**src/rtl/trax_pkg.sv**
```systemverilog
`default_nettype none
// ============================================================================
//  Module      : trax_pkg
//  Description : Shared Trax definitions: tile codes, move word layout,
//                board limits, ASCII constants and the line formatter.
//  Revision    : 1.0 - initial release
// ============================================================================
package trax_pkg;

    // Tile codes as carried in the move word
    typedef enum logic [1:0] {
        EMPTY  = 2'b00,
        PLUS   = 2'b01,
        SLASH  = 2'b10,
        BSLASH = 2'b11
    } tile_e;

    // Move word layout: [21:20] tile, [19:10] column, [9:0] row
    localparam int c_move_w   = 22;
    localparam int c_col_w    = 10;
    localparam int c_row_w    = 10;
    localparam int c_tile_msb = 21;
    localparam int c_tile_lsb = 20;
    localparam int c_col_msb  = 19;
    localparam int c_col_lsb  = 10;
    localparam int c_row_msb  = 9;
    localparam int c_row_lsb  = 0;

    // Board defaults
    localparam int MAX_COL = 26;
    localparam int MAX_ROW = 999;

    // ASCII constants
    localparam logic [7:0] c_ascii_at     = 8'h40;
    localparam logic [7:0] c_ascii_0      = 8'h30;
    localparam logic [7:0] c_ascii_plus   = 8'h2B;
    localparam logic [7:0] c_ascii_slash  = 8'h2F;
    localparam logic [7:0] c_ascii_bslash = 8'h5C;
    localparam logic [7:0] c_ascii_lf     = 8'h0A;

    // Longest line: letter, three digits, tile, LF
    localparam int c_line_max = 6;

    typedef struct packed {
        tile_e              tile;
        logic [c_col_w-1:0] col;
        logic [c_row_w-1:0] row;
    } move_t;

    typedef struct packed {
        logic [c_line_max-1:0][7:0] bytes;
        logic [2:0]                 count;
    } line_t;

    // Tile code to notation character; EMPTY never reaches the formatter
    function automatic logic [7:0] tile_char(input tile_e tile);
        logic [7:0] ch;
        case (tile)
            PLUS:    ch = c_ascii_plus;
            SLASH:   ch = c_ascii_slash;
            default: ch = c_ascii_bslash;
        endcase
        return ch;
    endfunction

    // Pack letter, row digits without leading zeros, tile and LF
    function automatic line_t build_line(
        input tile_e      tile,
        input logic [4:0] col,
        input logic [3:0] hund,
        input logic [3:0] tens,
        input logic [3:0] units
    );
        line_t      l;
        logic [2:0] n;
        l          = '0;
        l.bytes[0] = c_ascii_at + {3'b000, col};
        n          = 3'd1;
        if (hund != 4'd0) begin
            l.bytes[n] = c_ascii_0 + {4'b0000, hund};
            n          = n + 3'd1;
        end
        // A tens digit is kept whenever a hundreds digit precedes it
        if ((hund != 4'd0) || (tens != 4'd0)) begin
            l.bytes[n] = c_ascii_0 + {4'b0000, tens};
            n          = n + 3'd1;
        end
        l.bytes[n] = c_ascii_0 + {4'b0000, units};
        n          = n + 3'd1;
        l.bytes[n] = tile_char(tile);
        n          = n + 3'd1;
        l.bytes[n] = c_ascii_lf;
        n          = n + 3'd1;
        l.count    = n;
        return l;
    endfunction

endpackage
`default_nettype wire

```
**src/rtl/uart_tx_byte.sv**
```systemverilog
`default_nettype none
// ============================================================================
//  Module      : uart_tx_byte
//  Description : 8N1 byte serialiser with valid/ready handshake. Ready is
//                also raised in the final cycle of a stop bit so that
//                back-to-back bytes leave no idle gap on the line.
//  Revision    : 1.0 - initial release
// ============================================================================
module uart_tx_byte #(
    parameter int CLKS_PER_BIT = 434
) (
    input  logic       clk,
    input  logic       reset,
    input  logic [7:0] i_data,
    input  logic       i_valid,
    output logic       o_ready,
    output logic       o_tx
);

    localparam int                 c_cnt_w    = (CLKS_PER_BIT > 1) ? $clog2(CLKS_PER_BIT) : 1;
    localparam logic [c_cnt_w-1:0] c_cnt_last = c_cnt_w'(CLKS_PER_BIT - 1);
    // Bit slots: 0 start, 1..8 data, 9 stop
    localparam logic [3:0]         c_bit_stop = 4'd9;
    localparam logic [3:0]         c_bit_last_data = 4'd8;

    logic               active_q, active_d;
    logic [3:0]         bit_q, bit_d;
    logic [c_cnt_w-1:0] cnt_q, cnt_d;
    logic [7:0]         shift_q, shift_d;
    logic               tx_q, tx_d;
    logic               w_bit_end;

    assign w_bit_end = active_q && (cnt_q == c_cnt_last);
    assign o_ready   = !active_q || (w_bit_end && (bit_q == c_bit_stop));
    assign o_tx      = tx_q;

    // Bit timing, shifting and next line level
    always_comb begin
        active_d = active_q;
        bit_d    = bit_q;
        cnt_d    = cnt_q;
        shift_d  = shift_q;
        tx_d     = tx_q;
        if (i_valid && o_ready) begin
            active_d = 1'b1;
            bit_d    = 4'd0;
            cnt_d    = '0;
            shift_d  = i_data;
            tx_d     = 1'b0;
        end else if (active_q) begin
            if (w_bit_end) begin
                cnt_d = '0;
                if (bit_q == c_bit_stop) begin
                    active_d = 1'b0;
                    tx_d     = 1'b1;
                end else begin
                    bit_d = bit_q + 4'd1;
                    if (bit_q < c_bit_last_data) begin
                        tx_d    = shift_q[0];
                        shift_d = {1'b0, shift_q[7:1]};
                    end else begin
                        tx_d = 1'b1;
                    end
                end
            end else begin
                cnt_d = cnt_q + c_cnt_w'(1);
            end
        end
    end

    // Serialiser state registers; line idles high
    always_ff @(posedge clk) begin
        if (reset) begin
            active_q <= 1'b0;
            bit_q    <= 4'd0;
            cnt_q    <= '0;
            shift_q  <= 8'd0;
            tx_q     <= 1'b1;
        end else begin
            active_q <= active_d;
            bit_q    <= bit_d;
            cnt_q    <= cnt_d;
            shift_q  <= shift_d;
            tx_q     <= tx_d;
        end
    end

endmodule
`default_nettype wire

```
**src/rtl/trax_move_tx.sv**
```systemverilog
`default_nettype none
// ============================================================================
//  Module      : trax_move_tx
//  Description : Formats a 22-bit Trax move as an ASCII notation line
//                (column letter, decimal row, tile char, LF) and sends it
//                on an 8N1 UART line.
//  Revision    : 1.0 - initial release
// ============================================================================
module trax_move_tx
    import trax_pkg::*;
#(
    parameter int CLKS_PER_BIT = 434,
    parameter int MAX_COL      = trax_pkg::MAX_COL,
    parameter int MAX_ROW      = trax_pkg::MAX_ROW
) (
    input  logic                clk,
    input  logic                reset,
    input  logic [c_move_w-1:0] move_in,
    input  logic                start_transmit,
    output logic                tx,
    output logic                busy,
    output logic                done,
    output logic                err
);

    // LOAD is the final conversion cycle: it latches the formatted line and
    // hands the first byte over, so the start bit falls on the next edge.
    // Later bytes are handed over from SEND in the last stop-bit cycle.
    typedef enum logic [2:0] {
        ST_IDLE  = 3'd0,
        ST_CHECK = 3'd1,
        ST_CONV  = 3'd2,
        ST_LOAD  = 3'd3,
        ST_SEND  = 3'd4,
        ST_FIN   = 3'd5
    } state_e;

    state_e                     state_q, state_d;
    move_t                      move_q, move_d;
    logic [c_row_w-1:0]         rem_q, rem_d;
    logic [3:0]                 hund_q, hund_d;
    logic [3:0]                 tens_q, tens_d;
    logic [c_line_max-1:0][7:0] line_q, line_d;
    logic [2:0]                 nbytes_q, nbytes_d;
    logic [2:0]                 idx_q, idx_d;
    logic                       busy_q, busy_d;
    logic                       done_q, done_d;
    logic                       err_q, err_d;

    logic                       w_reject;
    logic [2:0]                 w_idx_next;
    line_t                      w_line;
    logic                       w_byte_valid;
    logic [7:0]                 w_byte_data;
    logic                       w_byte_ready;

    uart_tx_byte #(
        .CLKS_PER_BIT (CLKS_PER_BIT)
    ) u_uart (
        .clk     (clk),
        .reset   (reset),
        .i_data  (w_byte_data),
        .i_valid (w_byte_valid),
        .o_ready (w_byte_ready),
        .o_tx    (tx)
    );

    assign busy = busy_q;
    assign done = done_q;
    assign err  = err_q;

    // Request validation and line formatting from the latched move
    always_comb begin
        w_reject   = (move_q.tile == EMPTY)
                  || (move_q.col > c_col_w'(MAX_COL))
                  || (move_q.row > c_row_w'(MAX_ROW));
        w_line     = build_line(move_q.tile, move_q.col[4:0], hund_q, tens_q, rem_q[3:0]);
        w_idx_next = idx_q + 3'd1;
    end

    // Sequencer: next state, datapath updates and byte handover
    always_comb begin
        state_d      = state_q;
        move_d       = move_q;
        rem_d        = rem_q;
        hund_d       = hund_q;
        tens_d       = tens_q;
        line_d       = line_q;
        nbytes_d     = nbytes_q;
        idx_d        = idx_q;
        busy_d       = busy_q;
        done_d       = 1'b0;
        err_d        = 1'b0;
        w_byte_valid = 1'b0;
        w_byte_data  = 8'd0;
        case (state_q)
            ST_IDLE: begin
                if (start_transmit) begin
                    move_d.tile = tile_e'(move_in[c_tile_msb:c_tile_lsb]);
                    move_d.col  = move_in[c_col_msb:c_col_lsb];
                    move_d.row  = move_in[c_row_msb:c_row_lsb];
                    busy_d      = 1'b1;
                    state_d     = ST_CHECK;
                end
            end
            ST_CHECK: begin
                if (w_reject) begin
                    err_d   = 1'b1;
                    busy_d  = 1'b0;
                    state_d = ST_IDLE;
                end else begin
                    rem_d   = move_q.row;
                    hund_d  = 4'd0;
                    tens_d  = 4'd0;
                    // Single-digit rows need no subtraction cycles
                    state_d = (move_q.row >= c_row_w'(10)) ? ST_CONV : ST_LOAD;
                end
            end
            ST_CONV: begin
                // Hundreds are stripped first, then tens; one step per cycle
                if (rem_q >= c_row_w'(100)) begin
                    rem_d  = rem_q - c_row_w'(100);
                    hund_d = hund_q + 4'd1;
                end else begin
                    rem_d  = rem_q - c_row_w'(10);
                    tens_d = tens_q + 4'd1;
                end
                if (rem_d < c_row_w'(10)) begin
                    state_d = ST_LOAD;
                end
            end
            ST_LOAD: begin
                line_d       = w_line.bytes;
                nbytes_d     = w_line.count;
                idx_d        = 3'd0;
                w_byte_valid = 1'b1;
                w_byte_data  = w_line.bytes[0];
                state_d      = ST_SEND;
            end
            ST_SEND: begin
                // Ready here marks the last cycle of the current stop bit
                if (w_byte_ready) begin
                    if (idx_q == (nbytes_q - 3'd1)) begin
                        done_d  = 1'b1;
                        busy_d  = 1'b0;
                        state_d = ST_FIN;
                    end else begin
                        idx_d        = w_idx_next;
                        w_byte_valid = 1'b1;
                        w_byte_data  = line_q[w_idx_next];
                    end
                end
            end
            ST_FIN: begin
                state_d = ST_IDLE;
            end
            default: begin
                busy_d  = 1'b0;
                state_d = ST_IDLE;
            end
        endcase
    end

    // State and datapath registers; reset aborts any line in flight
    always_ff @(posedge clk) begin
        if (reset) begin
            state_q  <= ST_IDLE;
            move_q   <= '0;
            rem_q    <= '0;
            hund_q   <= 4'd0;
            tens_q   <= 4'd0;
            line_q   <= '0;
            nbytes_q <= 3'd0;
            idx_q    <= 3'd0;
            busy_q   <= 1'b0;
            done_q   <= 1'b0;
            err_q    <= 1'b0;
        end else begin
            state_q  <= state_d;
            move_q   <= move_d;
            rem_q    <= rem_d;
            hund_q   <= hund_d;
            tens_q   <= tens_d;
            line_q   <= line_d;
            nbytes_q <= nbytes_d;
            idx_q    <= idx_d;
            busy_q   <= busy_d;
            done_q   <= done_d;
            err_q    <= err_d;
        end
    end

endmodule
`default_nettype wire

```
**config.mk**
```make
export PLATFORM = sky130hd
export DESIGN_NAME = trax_move_tx
export DESIGN_NICKNAME = d
export VERILOG_FILES = /design/src/rtl/trax_pkg.sv /design/src/rtl/uart_tx_byte.sv /design/src/rtl/trax_move_tx.sv
export SDC_FILE = /design/constraint.sdc
export NUM_CORES = 1
export LEC_CHECK = 0
export BUFFER_PORTS_ARGS = -buffer_cell sky130_fd_sc_hd__buf_2
export CORE_ASPECT_RATIO = 2
export CORE_MARGIN = 5
export CORE_UTILIZATION = 40
export CTS_CLUSTER_SIZE = 14
export DETAILED_ROUTE_END_ITERATION = 6
export PLACE_DENSITY_LB_ADDON = 0.05
export SLEW_MARGIN = 20
export SYNTH_ARGS = -nofsm -noshare
export SYNTH_HDL_FRONTEND = slang
export SYNTH_HIERARCHICAL = 1
export SYNTH_SLANG_ARGS = --single-unit
```
**constraint.sdc**
```tcl
create_clock -name clk -period 3.1 [get_ports clk]
set_input_delay 0 -clock clk [delete_from_list [all_inputs] [get_ports clk]]
set_output_delay 0 -clock clk [all_outputs]
set_load 0.03 [all_outputs]
```
# --- Word level (Yosys, flattened, before mapping) ---
# Cells that the tools add are included.
word_totals:
  ff_bits: 123
  latch_bits: 0
  ramBits: 0
  romBits: 0
  in_bits: 25
  out_inout_bits: 4
  word_cells: 182
  mem_count: 0
classes:
  n_addsub: 16
  multipliers: 0
  div: 0
  magnitude_cmp: 15
  n_eq_ne: 20
  shifts: 0
  muxes: 65
  n_bitwise: 8
  reduce_logical: 35
op_table:
  columns: ["op", "count"]
  rows:
  - ["$bwmux 48", 3]
  - ["$demux 8 s3", 4]
  - ["$mux 8", 12]
  - ["$mux 48", 1]
  - ["$and 36x36->36", 1]
  - ["$not 36->36", 1]
  - ["$mux 10", 3]
  - ["$bmux 8 s3", 1]
  - ["$add 6x4->7 const A", 3]
  - ["$mux 3", 7]
  - ["$lt 3x4->1 const B", 5]
  - ["$pmux 10 s2", 1]
  - ["$mux 1", 18]
  - ["$ne 2x2->1 const B", 9]
  - ["$pmux 4 s2", 2]
  - ["$pmux 8 s2", 1]
  - ["$add 3x1->3 const B", 5]
  - ["$pmux 3 s5", 1]
  - ["$pmux 7 s2", 1]
  - ["$add 4x1->4 const B", 3]
  - ["$ge 3x1->1 const B", 4]
  - ["$mux 4", 3]
  - ["$or 12x12->12", 1]
  - ["$reduce_and 3->1", 4]
  - ["39 further kinds", 65]

# --- Logic depth before layout (Yosys ltp) ---
# Gate-level depths: netlist (run 1).
depth:
  ltp_word: 14
  mapped_depth: 13
  depth_no_buf: 12

# --- Cells and area by module ---
# Netlist (run 1), hierarchy kept.
modules_own_cells:
  columns: ["mod", "n_inst", "cells_each", "area_per_inst_um2", "seq_area_each_um2"]
  rows:
  - ["trax_move_tx", 1, 550, 4446.8, 1761.7]
  - ["uart_tx_byte", 1, 125, 1159.9, 460.4]

# --- Worst setup path after synthesis (run 1) ---
# No wires, ideal clock.
synth_path:
  kind: "register to register"
  start: "reg u_uart.cnt_q[1]"
  end: "reg u_uart.shift_q[6]"
  setup_time_ps: 86
  t_arrival_ps: 2437
  required_time_ps: 3014
  setup_slack_ps: 578
  path_stages_with_launch: 14
  path_buffers: 1
  synth_period_minus_slack_ps: 2522
  path_cell_list: "dfxtp_1 > inv_1 > ha_1 > and4bb_4 > nand3_4 > o21ai_0 > and2_1 > o311ai_0 > nand2_1 > and3b_1 > a41oi_4 > buf_6 > nor2_1 > a211oi_1"
synth_via:
  elab_chain_cells: 9
  word_cells_on_any_way: 15
  classes_between: "eq/ne: 2; mux: 5; reduce/logical: 8"
synth_lines:
  columns: ["item", "line_no", "source"]
  rows:
  - ["from (decl)", "uart_tx_byte.sv:28", "logic [c_cnt_w-1:0] cnt_q, cnt_d;"]
  - ["from (signal assigned)", "uart_tx_byte.sv:82", "cnt_q <= cnt_d;"]
  - ["$eq 9x9->1 (*)", "uart_tx_byte.sv:33", "assign w_bit_end = active_q && (cnt_q == c_cnt_last);"]
  - ["$logic_and 1x1->1 (*)", "uart_tx_byte.sv:33", null]
  - ["$logic_and 1x1->1 (*)", "uart_tx_byte.sv:34", "assign o_ready = !active_q || (w_bit_end && (bit_q == c_bit_stop));"]
  - ["$logic_or 1x1->1 (*)", "uart_tx_byte.sv:34", null]
  - ["named net w_byte_ready", "trax_move_tx.sv:55", "logic w_byte_ready;"]
  - ["$mux 1 (*)", "trax_move_tx.sv:142", "if (w_byte_ready) begin"]
  - ["$pmux 1 s2 (*)", "trax_move_tx.sv:96", "case (state_q)"]
  - ["named net w_byte_valid", "trax_move_tx.sv:53", "logic w_byte_valid;"]
  - ["$logic_and 1x1->1 (*)", "uart_tx_byte.sv:44", "if (i_valid && o_ready) begin"]
  - ["$ne 2x2->1 (no source line) or $reduce_bool 2->1 (tied branches)", null, null]
  - ["$reduce_and 4->1 (no source line)", null, null]
  - ["to (signal assigned)", "uart_tx_byte.sv:83", "shift_q <= shift_d;"]
  - ["to (decl)", "uart_tx_byte.sv:29", "logic [7:0] shift_q, shift_d;"]
# The timed path passes the listed nets; every way through them passes the cells marked *.
# A chain may end at the register's enable or synchronous reset.

# --- Worst setup path after layout (run 1) ---
layout_path:
  start: "reg rem_q[2]"
  end: "reg state_q[0]"
layout_via:
  elab_chain_cells: 6
  word_cells_on_any_way: 8
  classes_between: "add/sub: 2; order compare: 2; eq/ne: 1; mux: 2; reduce/logical: 1"
layout_lines:
  columns: ["item", "line_no", "source"]
  rows:
  - ["from (decl)", "trax_move_tx.sv:40", "logic [c_row_w-1:0] rem_q, rem_d;"]
  - ["from (signal assigned)", "trax_move_tx.sv:181", "rem_q <= rem_d;"]
  - ["$sub 10x4->10 (tied with other cells)", "trax_move_tx.sv:125", "rem_d = rem_q - c_row_w'(10);"]
  - ["$mux 10 (*)", "trax_move_tx.sv:121", "if (rem_q >= c_row_w'(100)) begin"]
  - ["$mux 10 (*)", "trax_move_tx.sv:96", null]
  - ["$lt 10x4->1 (*)", "trax_move_tx.sv:128", "if (rem_d < c_row_w'(10)) begin"]
  - ["$ne 2x2->1 (no source line) (*)", null, null]
  - ["$reduce_and 4->1 (no source line) (*)", null, null]
  - ["to (signal assigned)", "trax_move_tx.sv:179", "state_q <= state_d;"]
  - ["to (decl)", "trax_move_tx.sv:38", "state_e state_q, state_d;"]
# Every way passes the cells marked *; elsewhere a longest branch is shown, timed or not. The select of a mux whose other input is x is not followed.

==> reports/results.txt, run 1 <==
Number of H-tree levels -> 3
Ant diodes -> 0
Synthesized netlist cell count -> 675
Fmax -> 0.360 GHz
Final sum of negative setup slack -> 0 ns
Sw Pwr -> 0.739 mW
Total via count in the routed design -> 4858
Worst-path maximum fanout -> 9
Critical-path cell with the highest stage delay -> sky130_fd_sc_hd__dfxtp_1
Wire length reported by the detailed router -> 14900 um
Maximum number of pins on one net before global-route repair -> 89
Count of unresolved DRC violations after routing -> 0
Area growth, synth to finish -> 14.0%
Critical path endpoint category -> flip-flop
Proportion of layout cells with a drive suffix above 1 -> 0.115
Cells taking the most area after synthesis -> sky130_fd_sc_hd__dfxtp_1 (40%), sky130_fd_sc_hd__nand2_1 (6.4%), sky130_fd_sc_hd__a21oi_1 (6.2%)
Root buf cell -> sky130_fd_sc_hd__clkbuf_16
Power per unit of standard cell area -> 450 nW/um^2
Wire length of the first global-routing pass -> 24300 um
Detailed Routing Iterations Pass 1 -> 4
Hold crit path type -> input pin to flip-flop
Final layout net count -> 747
Power Internal -> 2.14 mW
Average cell area after synthesis -> 8.31 sq um
Mapped Nets -> 717
Sequential share of power -> 0.518
Kind of start point of the critical path -> flip-flop
Mean number of vias per cell -> 5.40
Clock sink count -> 111
IO Count -> 29
Pwr Total -> 2.88 mW
Clock buffers created by TritonCTS -> 9
DR WL/cell -> 16.5 um
Most used cells in the layout excluding fill and tap cells -> sky130_fd_sc_hd__dfxtp_1 (111), sky130_fd_sc_hd__nand2_1 (96), sky130_fd_sc_hd__nor2_1 (80)
Type of the setup path with the least slack -> flip-flop to flip-flop
Pins Over Slew Limit -> 0
Library cell with the largest summed area after synthesis -> sky130_fd_sc_hd__dfxtp_1
Compound-gate portion of the synthesized area -> 0.194
Clock network power share -> 0.396
Dominant register cell in the synthesized netlist -> sky130_fd_sc_hd__dfxtp_1
Hpwl dp -> 10900 um
CP Cell Sequence -> inv_1, ha_1, nor2b_1, and2b_1, o31ai_1, o2111ai_1, a2111o_1, o32ai_2
Total number of yosys warnings -> 6
Top-area cell type share of the netlist area -> 0.396
Remaining global-route overflow -> 0
Minimum hold slack -> 0.196 ns
Clk_skew -> 0.00967 ns
Data required time at the worst endpoint -> 3.36 ns
Period utilisation layout -> 0.897
Count of routing violations after the opening detailed-route iteration -> 231
Starting density of the core -> 0.406
Post-synthesis share of cell area spent on full adders, half adders and majority gates -> 0.0379
Lkg Pwr -> 2.36 nW
Last weighted congestion value of the routability-driven placer -> 0.880
Max-slew headroom at the worst pin -> 0.363
TritonCTS clock tree -> done
Simple-gate area share of the yosys netlist -> 0.228
Number of register bits inferred by synthesis -> 111
Die height -> 177 um
Crit path buf inv count -> 1
Dominant delay contributor by cell family on the critical path -> compound AO/OA/AOI/OAI gates
Number of core rows -> 61
Die W -> 93.7 um
Vias in the first global route -> 4925
Leading cell type in the layout, fill and taps excluded -> sky130_fd_sc_hd__dfxtp_1
Antenna-violating nets left -> 0
Area of the die -> 16600 sq um
Post-synthesis mux area share -> 0.0611
Final hold viol count -> 0
Switching share of power -> 0.257
Worst VDD drop -> 0.258 mV
Number of setup buffers added after CTS -> 0
EDFF count, synth -> 0
CTS max path bufs -> 2
Slew @ Worst Pin -> 0.956 ns
Clk Latency, worst-skew pair -> 0.35 ns
Unique cell type count in the Yosys netlist -> 69
Post-cts resize count -> 0
Count of port buffers added during placement -> 28
Core Region -> 13800 sq um
XOR/XNOR share of the synthesized area -> 0.0324
Arrival time worst endpoint -> 3.04 ns
Final Cell Area -> 6390 sq um
Sequential fraction of the synthesis area -> 0.396
Total GRT Usage -> 0.185
Post-place instance area -> 5880 sq um
Main combinational cell family by area after synthesis -> simple AND/OR/NAND/NOR gates
Minimum clock period after layout -> 2.78 ns
Outcome -> complete, no violations
Max-cap violation count -> 0
Setup repair after global routing missed its margin -> no
Comb pwr share -> 0.086
Netlist area before placement -> 5610 sq um
Clock slew at the register clock pins of the worst setup and hold paths -> 0.07 ns
Number of antenna violations at the first check in global routing -> 0
Final count of negative-setup-slack endpoints -> 0
Largest stage delay on the critical path -> 0.54 ns
Share of async-settable or async-resettable flops after synthesis -> 0
==> cell families after synthesis <==
group | Yosys count
buf+inv | 64
other cells | 1
fa+ha+maj | 17
xor+xnor | 19
mux | 25
compound gates | 169
simple gates | 269
flops | 111
==> cells in the mapped netlist, types with 4 or more instances <==
library cell / number
sky130_fd_sc_hd__mux2i_1: 14
sky130_fd_sc_hd__a311oi_1: 5
sky130_fd_sc_hd__nor3_1: 23
sky130_fd_sc_hd__xnor2_1: 9
sky130_fd_sc_hd__a31oi_1: 6
sky130_fd_sc_hd__a211oi_1: 17
sky130_fd_sc_hd__nand2b_1: 5
sky130_fd_sc_hd__clkbuf_1: 35
sky130_fd_sc_hd__nand3b_1: 5
sky130_fd_sc_hd__nor2b_1: 6
sky130_fd_sc_hd__or3_1: 4
sky130_fd_sc_hd__nor3b_1: 5
sky130_fd_sc_hd__mux4_2: 7
sky130_fd_sc_hd__o211ai_1: 6
sky130_fd_sc_hd__xor2_1: 9
sky130_fd_sc_hd__mux2_2: 4
sky130_fd_sc_hd__nand3_1: 9
sky130_fd_sc_hd__a22oi_1: 4
sky130_fd_sc_hd__nor2_1: 80
sky130_fd_sc_hd__and3_1: 5
sky130_fd_sc_hd__dfxtp_1: 111
sky130_fd_sc_hd__ha_1: 17
sky130_fd_sc_hd__o21ai_0: 33
sky130_fd_sc_hd__nand4_1: 8
sky130_fd_sc_hd__buf_2: 5
sky130_fd_sc_hd__nand2_1: 96
sky130_fd_sc_hd__buf_6: 4
sky130_fd_sc_hd__o221ai_1: 4
sky130_fd_sc_hd__a21oi_1: 70
sky130_fd_sc_hd__inv_1: 20
==> layer usage <==
layer / wire length (um) / track usage / part of all wire
met2: 8630 / 0.368 / 0.58
met3: 215 / 0.0182 / 0.014
met5: 0 / 0 / 0
met4: 549 / 0.0826 / 0.037
met1: 5460 / 0.184 / 0.37
==> worst min-delay path, stage by stage <==
cell                      delay (ns)
sky130_fd_sc_hd__buf_2          0.09
sky130_fd_sc_hd__inv_1          0.21
sky130_fd_sc_hd__o21ai_0        0.15
sky130_fd_sc_hd__nor2_1         0.04
==> flip-flops by register name, summed over array words and instances (netlist names) <==
name	flops
busy	1
done	1
err	1
hund_q	4
idx_q	3
line_q	37
move_q	22
nbytes_q	2
rem_q	10
state_q	3
tens_q	4
u_uart/active_q	1
u_uart/bit_q	4
u_uart/cnt_q	9
u_uart/o_tx	1
u_uart/shift_q	8
==> layout make-up <==
class	instances	area [sq um]
fillers	1378	7420
multi-input cells	500	3110
flip-flops and latches	111	2220
repair buffers	63	458
clock buffers	10	239
well taps	189	236
inverters	20	75.1
clock inverters	6	51.3
==> power by group through the flow <==
| stage | clock network [mW] | logic [mW] | registers [mW] |
|---|---|---|---|
| finish | 1.14 | 0.247 | 1.49 |
| global route | 1.23 | 0.274 | 1.49 |
| CTS | 1.17 | 0.250 | 1.49 |
| detailed placement | 0 | 0.227 | 1.52 |
| global placement | 0 | 0.225 | 1.52 |
| floorplan | 0 | 0.162 | 1.51 |
==> final timing paths <==
path / slack [ns] / cells after the start / from / endpoint
worst max register to register: 0.32 / 8 / rem_q[2] / state_q[0]
worst min register to register: 0.46 / 2 / line_q[33] / line_q[33]
worst max-delay path: 0.32 / 8 / rem_q[2] / state_q[0]
worst min-delay path: 0.20 / 4 / reset / busy
==> stage by stage <==
stage,utilization,cells,worst slack [ns]
5_1_grt,0.463,899,0.122
3_3_place_gp,0.426,861,0.445
3_5_place_dp,0.426,861,0.361
2_1_floorplan,-,675,0.578
6_report,0.463,899,0.319
4_1_cts,0.463,899,0.339
==> timing repair <==
| item | 4_1_cts | 5_1_grt |
|---|---|---|
| endpoints found under the hold margin | 22 | 0 |
| endpoints found under the setup margin | 0 | 0 |
| hold buffers | 22 | 0 |
Power figures use the tool's default switching activity.
==> run 2: changes to the inputs <==
GPL_TIMING_DRIVEN = 0   (was not set)
==> reports/results.txt, run 2 (synthesis gave the netlist of run 1 again) <==
CTS max path bufs -> 2 (unchanged)
Final count of negative-setup-slack endpoints -> 0 (unchanged)
Starting density of the core -> 0.406 (unchanged)
Period utilisation layout -> 0.925 (was 0.897)
Worst VDD drop -> 0.248 mV (was 0.258 mV)
Final hold viol count -> 0 (unchanged)
Minimum clock period after layout -> 2.87 ns (was 2.78 ns)
Arrival time worst endpoint -> 3.14 ns (was 3.04 ns)
Most used cells in the layout excluding fill and tap cells -> sky130_fd_sc_hd__dfxtp_1 (111), sky130_fd_sc_hd__nand2_1 (96), sky130_fd_sc_hd__nor2_1 (80) (unchanged)
Minimum hold slack -> 0.120 ns (was 0.196 ns)
Leading cell type in the layout, fill and taps excluded -> sky130_fd_sc_hd__dfxtp_1 (unchanged)
Setup slack on the worst flop-to-flop path -> 0.23 ns (was 0.32 ns)
Die height -> 177 um (unchanged)
Clock sink count -> 111 (unchanged)
Critical-path cell with the highest stage delay -> sky130_fd_sc_hd__dfxtp_1 (unchanged)
Max-cap violation count -> 0 (unchanged)
Final layout net count -> 778 (was 747)
Clk_skew -> 0.00972 ns (was 0.00967 ns)
Total GRT Usage -> 0.201 (was 0.185)
Power per unit of standard cell area -> 459 nW/um^2 (was 450 nW/um^2)
CP Cell Sequence -> inv_1, ha_1, nor2b_1, and2b_1, o31ai_2, o2111ai_1, a2111o_1, o32ai_2 (was inv_1, ha_1, nor2b_1, and2b_1, o31ai_1, o2111ai_1, a2111o_1, o32ai_2)
Kind of start point of the critical path -> flip-flop (unchanged)
Count of port buffers added during placement -> 28 (unchanged)
Critical path endpoint category -> flip-flop (unchanged)
Detailed Routing Iterations Pass 1 -> 5 (was 4)
Outcome -> complete, no violations (unchanged)
Max-slew headroom at the worst pin -> 0.347 (was 0.363)
Antenna-violating nets left -> 0 (unchanged)
Area of the die -> 16600 sq um (unchanged)
Slew @ Worst Pin -> 0.978 ns (was 0.956 ns)
Lkg Pwr -> 2.41 nW (was 2.36 nW)
Mean number of vias per cell -> 5.40 (about the same)
Proportion of layout cells with a drive suffix above 1 -> 0.109 (was 0.115)
Core Region -> 13800 sq um (unchanged)
Number of core rows -> 61 (unchanged)
Clk Latency, worst-skew pair -> 0.35 ns (about the same)
Worst-path maximum fanout -> 9 (unchanged)
Type of the setup path with the least slack -> flip-flop to flip-flop (unchanged)
Filler cell count -> 1380 (was 1378)
Area growth, synth to finish -> 16.7% (was 14.0%)
Maximum number of pins on one net before global-route repair -> 21 (was 89)
Data required time at the worst endpoint -> 3.37 ns (was 3.36 ns)
Largest stage delay on the critical path -> 0.55 ns (was 0.54 ns)
Setup repair after global routing missed its margin -> no (unchanged)
Registers with the most flip-flops -> line_q: 37 flops, move_q: 22 flops, rem_q: 10 flops (unchanged)
Number of H-tree levels -> 3 (unchanged)
Count of routing violations after the opening detailed-route iteration -> 175 (was 231)
Largest register by flop count -> line_q (unchanged)
TritonCTS clock tree -> done (unchanged)
Number of antenna violations at the first check in global routing -> 0 (unchanged)
DR WL/cell -> 17.7 um (was 16.5 um)
Wire length of the first global-routing pass -> 25800 um (was 24300 um)
Wire length reported by the detailed router -> 16500 um (was 14900 um)
Count of unresolved DRC violations after routing -> 0 (unchanged)
Vias in the first global route -> 4995 (was 4925)
WHS Path Cells -> 3 (was 4)
Ant diodes -> 0 (unchanged)
Die W -> 93.7 um (unchanged)
Remaining global-route overflow -> 0 (unchanged)
Flip-flop count of the largest register after layout -> 37 (unchanged)
Last weighted congestion value of the routability-driven placer -> 0.889 (was 0.880)
Pins Over Slew Limit -> 0 (unchanged)
IO Count -> 29 (unchanged)
Final sum of negative setup slack -> 0 ns (unchanged)
Count of cells along the worst register-to-register path -> 8 (unchanged)
Fraction of the core area covered by cells at the end of the flow -> 0.474 (was 0.463)
Clock buffers created by TritonCTS -> 9 (unchanged)
Number of setup buffers added after CTS -> 0 (unchanged)
Total via count in the routed design -> 5018 (was 4858)
Fmax -> 0.349 GHz (was 0.360 GHz)
Clock slew at the register clock pins of the worst setup and hold paths -> 0.08 ns (was 0.07 ns)
Root buf cell -> sky130_fd_sc_hd__clkbuf_16 (unchanged)
Hpwl dp -> 12700 um (was 10900 um)
Hold crit path type -> input pin to flip-flop (unchanged)
-- run 2: cell count changes in the layout (fill, tap and decap cells not counted), sizes merged --
cell | previous run | this run
clkbuf | 10 | 45
buf | 41 | 37
bufinv | 0 | 1
inv | 23 | 22
-- run 2: path summary, 6_finish.rpt --
check	end	from
max reg2reg	state_q[0]	rem_q[2]
max	state_q[0]	rem_q[2]
min	u_uart/bit_q[3]	reset
min reg2reg	line_q[16]	line_q[16]
-- run 2: worst max-delay path, delay by kind of cell, from the launching register on --
kind | cells | cell delay (ns)
fa+ha+maj | 1 | 0.26
flops | 1 | 0.55
buf+inv | 1 | 0.19
simple gates | 2 | 0.50
compound gates | 4 | 1.30
-- run 2: repair_timing --
action                     4_1_cts  5_1_grt
hold buffers                    22        0
hold endpoints to repair        22        0
gates resized for setup          1        3
setup endpoints to repair       14       15
pin swaps                        0        2
-- run 2: metrics by stage --
step                      std cells  total power, mW  area [sq um]  setup WS (ns)
after global routing            930             3.12          6550         0.0449
after CTS                       930             3.03          6530         0.0483
after floorplan                 675             1.67          5610          0.578
after detailed placement        892             1.77          5980        -0.0387
final                           930             3.00          6550          0.231
after global placement          892             1.76          5980       -0.00584
-- run 2: layout make-up --
cell class / instances / area [sq um] / area share
multi-input combinational: 500 / 3120 / 0.477
sequential: 111 / 2220 / 0.340
timing repair buffer: 50 / 360 / 0.0551
clock buffer: 10 / 239 / 0.0365
tap: 189 / 236 / 0.0361
buffer: 44 / 201 / 0.0308
clock inverter: 6 / 88.8 / 0.0136
inverter: 20 / 75.1 / 0.0115
-- run 2: per-layer routing --
metal,vias up,GRT usage,share of wire
met4,0,0.0922,0.036
met5,-,0,0
met2,70,0.405,0.59
met3,37,0.0242,0.017
li1,2503,-,-
met1,2408,0.193,0.36
-- run 2: report_power, final --
part	leakage (nW)	internal, mW	total (mW)	switching (mW)
registers	0.898	1.46	1.49	0.0300
clock network	0.159	0.671	1.25	0.577
logic	1.35	0.102	0.269	0.168
total	2.41	2.23	3.00	0.774
==> run 3: changes to the inputs <==
==> constraint.sdc (replaced) <==
create_clock -name clk -period 3.53 [get_ports clk]
set_input_delay 0.706 -clock clk [delete_from_list [all_inputs] [get_ports clk]]
set_output_delay 0.706 -clock clk [all_outputs]
set_load 0.03 [all_outputs]
==> reports/results.txt, run 3 (synthesis gave the netlist of run 1 again) <==
Minimum clock period after layout -> 3.19 ns (was 2.87 ns)
DR WL/cell -> 17.7 um (about the same)
IO Count -> 29 (unchanged)
Setup slack on the worst flop-to-flop path -> 0.34 ns (was 0.23 ns)
Count of port buffers added during placement -> 28 (unchanged)
Clock buffers created by TritonCTS -> 9 (unchanged)
Clk_skew -> 0.0108 ns (was 0.00972 ns)
Final layout net count -> 756 (was 778)
Core Region -> 13800 sq um (unchanged)
Worst VDD drop -> 0.218 mV (was 0.248 mV)
TritonCTS clock tree -> done (unchanged)
Most used cells in the layout excluding fill and tap cells -> sky130_fd_sc_hd__dfxtp_1 (111), sky130_fd_sc_hd__nand2_1 (96), sky130_fd_sc_hd__nor2_1 (80) (unchanged)
Count of unresolved DRC violations after routing -> 0 (unchanged)
Sequential share of power -> 0.499 (was 0.495)
Minimum hold slack -> 0.458 ns (was 0.120 ns)
WHS Path Cells -> 2 (was 3)
Fmax -> 0.314 GHz (was 0.349 GHz)
Max-slew headroom at the worst pin -> 0.348 (was 0.347)
Number of H-tree levels -> 3 (unchanged)
Wire length of the first global-routing pass -> 25100 um (was 25800 um)
Pins Over Slew Limit -> 0 (unchanged)
Max-cap violation count -> 0 (unchanged)
Vias in the first global route -> 4848 (was 4995)
Arrival time worst endpoint -> 3.45 ns (was 3.14 ns)
Number of core rows -> 61 (unchanged)
Clock network power share -> 0.418 (was 0.416)
Hold crit path type -> flip-flop to flip-flop (was input pin to flip-flop)
Ant diodes -> 0 (unchanged)
Detailed Routing Iterations Pass 1 -> 5 (unchanged)
Leading cell type in the layout, fill and taps excluded -> sky130_fd_sc_hd__dfxtp_1 (unchanged)
Power Internal -> 1.94 mW (was 2.23 mW)
Registers with the most flip-flops -> line_q: 37 flops, move_q: 22 flops, rem_q: 10 flops (unchanged)
Total via count in the routed design -> 4932 (was 5018)
Setup slack after layout -> 0.343 ns (was 0.231 ns)
Starting density of the core -> 0.406 (unchanged)
Type of the setup path with the least slack -> flip-flop to flip-flop (unchanged)
Root buf cell -> sky130_fd_sc_hd__clkbuf_16 (unchanged)
Hpwl dp -> 12700 um (unchanged)
CTS max path bufs -> 2 (unchanged)
Worst-path maximum fanout -> 10 (was 9)
Critical path endpoint category -> flip-flop (unchanged)
Switching share of power -> 0.257 (was 0.258)
Number of antenna violations at the first check in global routing -> 0 (unchanged)
Lkg Pwr -> 2.32 nW (was 2.41 nW)
Mean number of vias per cell -> 5.43 (was 5.40)
Setup repair after global routing missed its margin -> no (unchanged)
Slew @ Worst Pin -> 0.976 ns (was 0.978 ns)
Last weighted congestion value of the routability-driven placer -> 0.889 (unchanged)
Post-cts resize count -> 0 (was 1)
Area of the die -> 16600 sq um (unchanged)
Power per unit of standard cell area -> 414 nW/um^2 (was 459 nW/um^2)
Clk Latency, worst-skew pair -> 0.35 ns (about the same)
Comb pwr share -> 0.083 (was 0.090)
Clock sink count -> 111 (unchanged)
Flip-flop count of the largest register after layout -> 37 (unchanged)
Largest register by flop count -> line_q (unchanged)
Cell total after placement -> 892 (unchanged)
Fraction of the core area covered by cells at the end of the flow -> 0.457 (was 0.474)
Area growth, synth to finish -> 12.7% (was 16.7%)
Final hold viol count -> 0 (unchanged)
Number of setup buffers added after CTS -> 0 (unchanged)
Count of cells along the worst register-to-register path -> 11 (was 8)
Outcome -> complete, no violations (unchanged)
Clock slew at the register clock pins of the worst setup and hold paths -> 0.08 ns (about the same)
Count of routing violations after the opening detailed-route iteration -> 183 (was 175)
Die W -> 93.7 um (unchanged)
Wire length reported by the detailed router -> 16000 um (was 16500 um)
Period utilisation layout -> 0.903 (was 0.925)
Proportion of layout cells with a drive suffix above 1 -> 0.110 (was 0.109)
Number of hold buffers added after CTS -> 0 (was 22)
Final count of negative-setup-slack endpoints -> 0 (unchanged)
DP Worst Slack -> 0.391 ns (was -0.0387 ns)
Kind of start point of the critical path -> flip-flop (unchanged)
Maximum number of pins on one net before global-route repair -> 21 (unchanged)
Non-Filler Instances -> 908 (was 930)
Antenna-violating nets left -> 0 (unchanged)
Sw Pwr -> 0.672 mW (was 0.774 mW)
Total GRT Usage -> 0.196 (was 0.201)
Data required time at the worst endpoint -> 3.79 ns (was 3.37 ns)
Die height -> 177 um (unchanged)
Remaining global-route overflow -> 0 (unchanged)
Final sum of negative setup slack -> 0 ns (unchanged)
## run 3: changes by cell type in the layout (fill, tap and decap cells not counted)
cell,previous run,this run
sky130_fd_sc_hd__o21ai_2,1,0
sky130_fd_sc_hd__o31ai_1,0,1
sky130_fd_sc_hd__dlygate4sd3_1,22,0
sky130_fd_sc_hd__o21ai_0,32,33
sky130_fd_sc_hd__o31ai_2,1,0
sky130_fd_sc_hd__o311ai_1,1,0
sky130_fd_sc_hd__o311ai_0,1,2
## run 3: worst max-delay path, cell delays in order, from the launching register on
cell	delay (ns)
sky130_fd_sc_hd__dfxtp_1	0.43
sky130_fd_sc_hd__ha_1	0.18
sky130_fd_sc_hd__and4bb_4	0.31
sky130_fd_sc_hd__nand3_4	0.14
sky130_fd_sc_hd__o21ai_0	0.45
sky130_fd_sc_hd__and2_1	0.23
sky130_fd_sc_hd__o311ai_0	0.26
sky130_fd_sc_hd__nand2_1	0.27
sky130_fd_sc_hd__and3b_1	0.24
sky130_fd_sc_hd__a41oi_4	0.19
sky130_fd_sc_hd__buf_6	0.19
sky130_fd_sc_hd__a211oi_1	0.20
## run 3: area by class of cell
cell class,count,area [sq um]
Multi-Input combinational cell,500,3110
Fill cell,1397,7500
Buffer,44,201
Clock inverter,6,88.8
Clock buffer,10,239
Inverter,20,75.1
Tap cell,189,236
Timing Repair Buffer,28,140
Sequential cell,111,2220
## run 3: power by group through the flow
stage,Combinational (mW),Sequential (mW),Clock [mW]
after floorplan,0.142,1.33,0
after global placement,0.214,1.33,0
after detailed placement,0.216,1.33,0
after CTS,0.217,1.30,1.12
after global routing,0.240,1.31,1.18
final,0.216,1.30,1.09
## run 3: final timing paths
| check | from | end |
|---|---|---|
| max | u_uart/cnt_q[0] | u_uart/shift_q[0] |
| min | line_q[16] | line_q[16] |
| min reg2reg | line_q[16] | line_q[16] |
| max reg2reg | u_uart/cnt_q[0] | u_uart/shift_q[0] |
## run 3: metrics by stage
stage | power, mW | cell area (sq um)
final | 2.61 | 6320
after global routing | 2.72 | 6320
after CTS | 2.65 | 6310
after detailed placement | 1.55 | 5980
after global placement | 1.55 | 5980
after floorplan | 1.47 | 5610
## run 3: metal layers
layer	global-route usage	vias up	routed length (um)
met5	0	-	0
met4	0.0880	0	563
met3	0.0242	33	322
met2	0.394	71	9340
met1	0.189	2362	5820
li1	-	2466	-
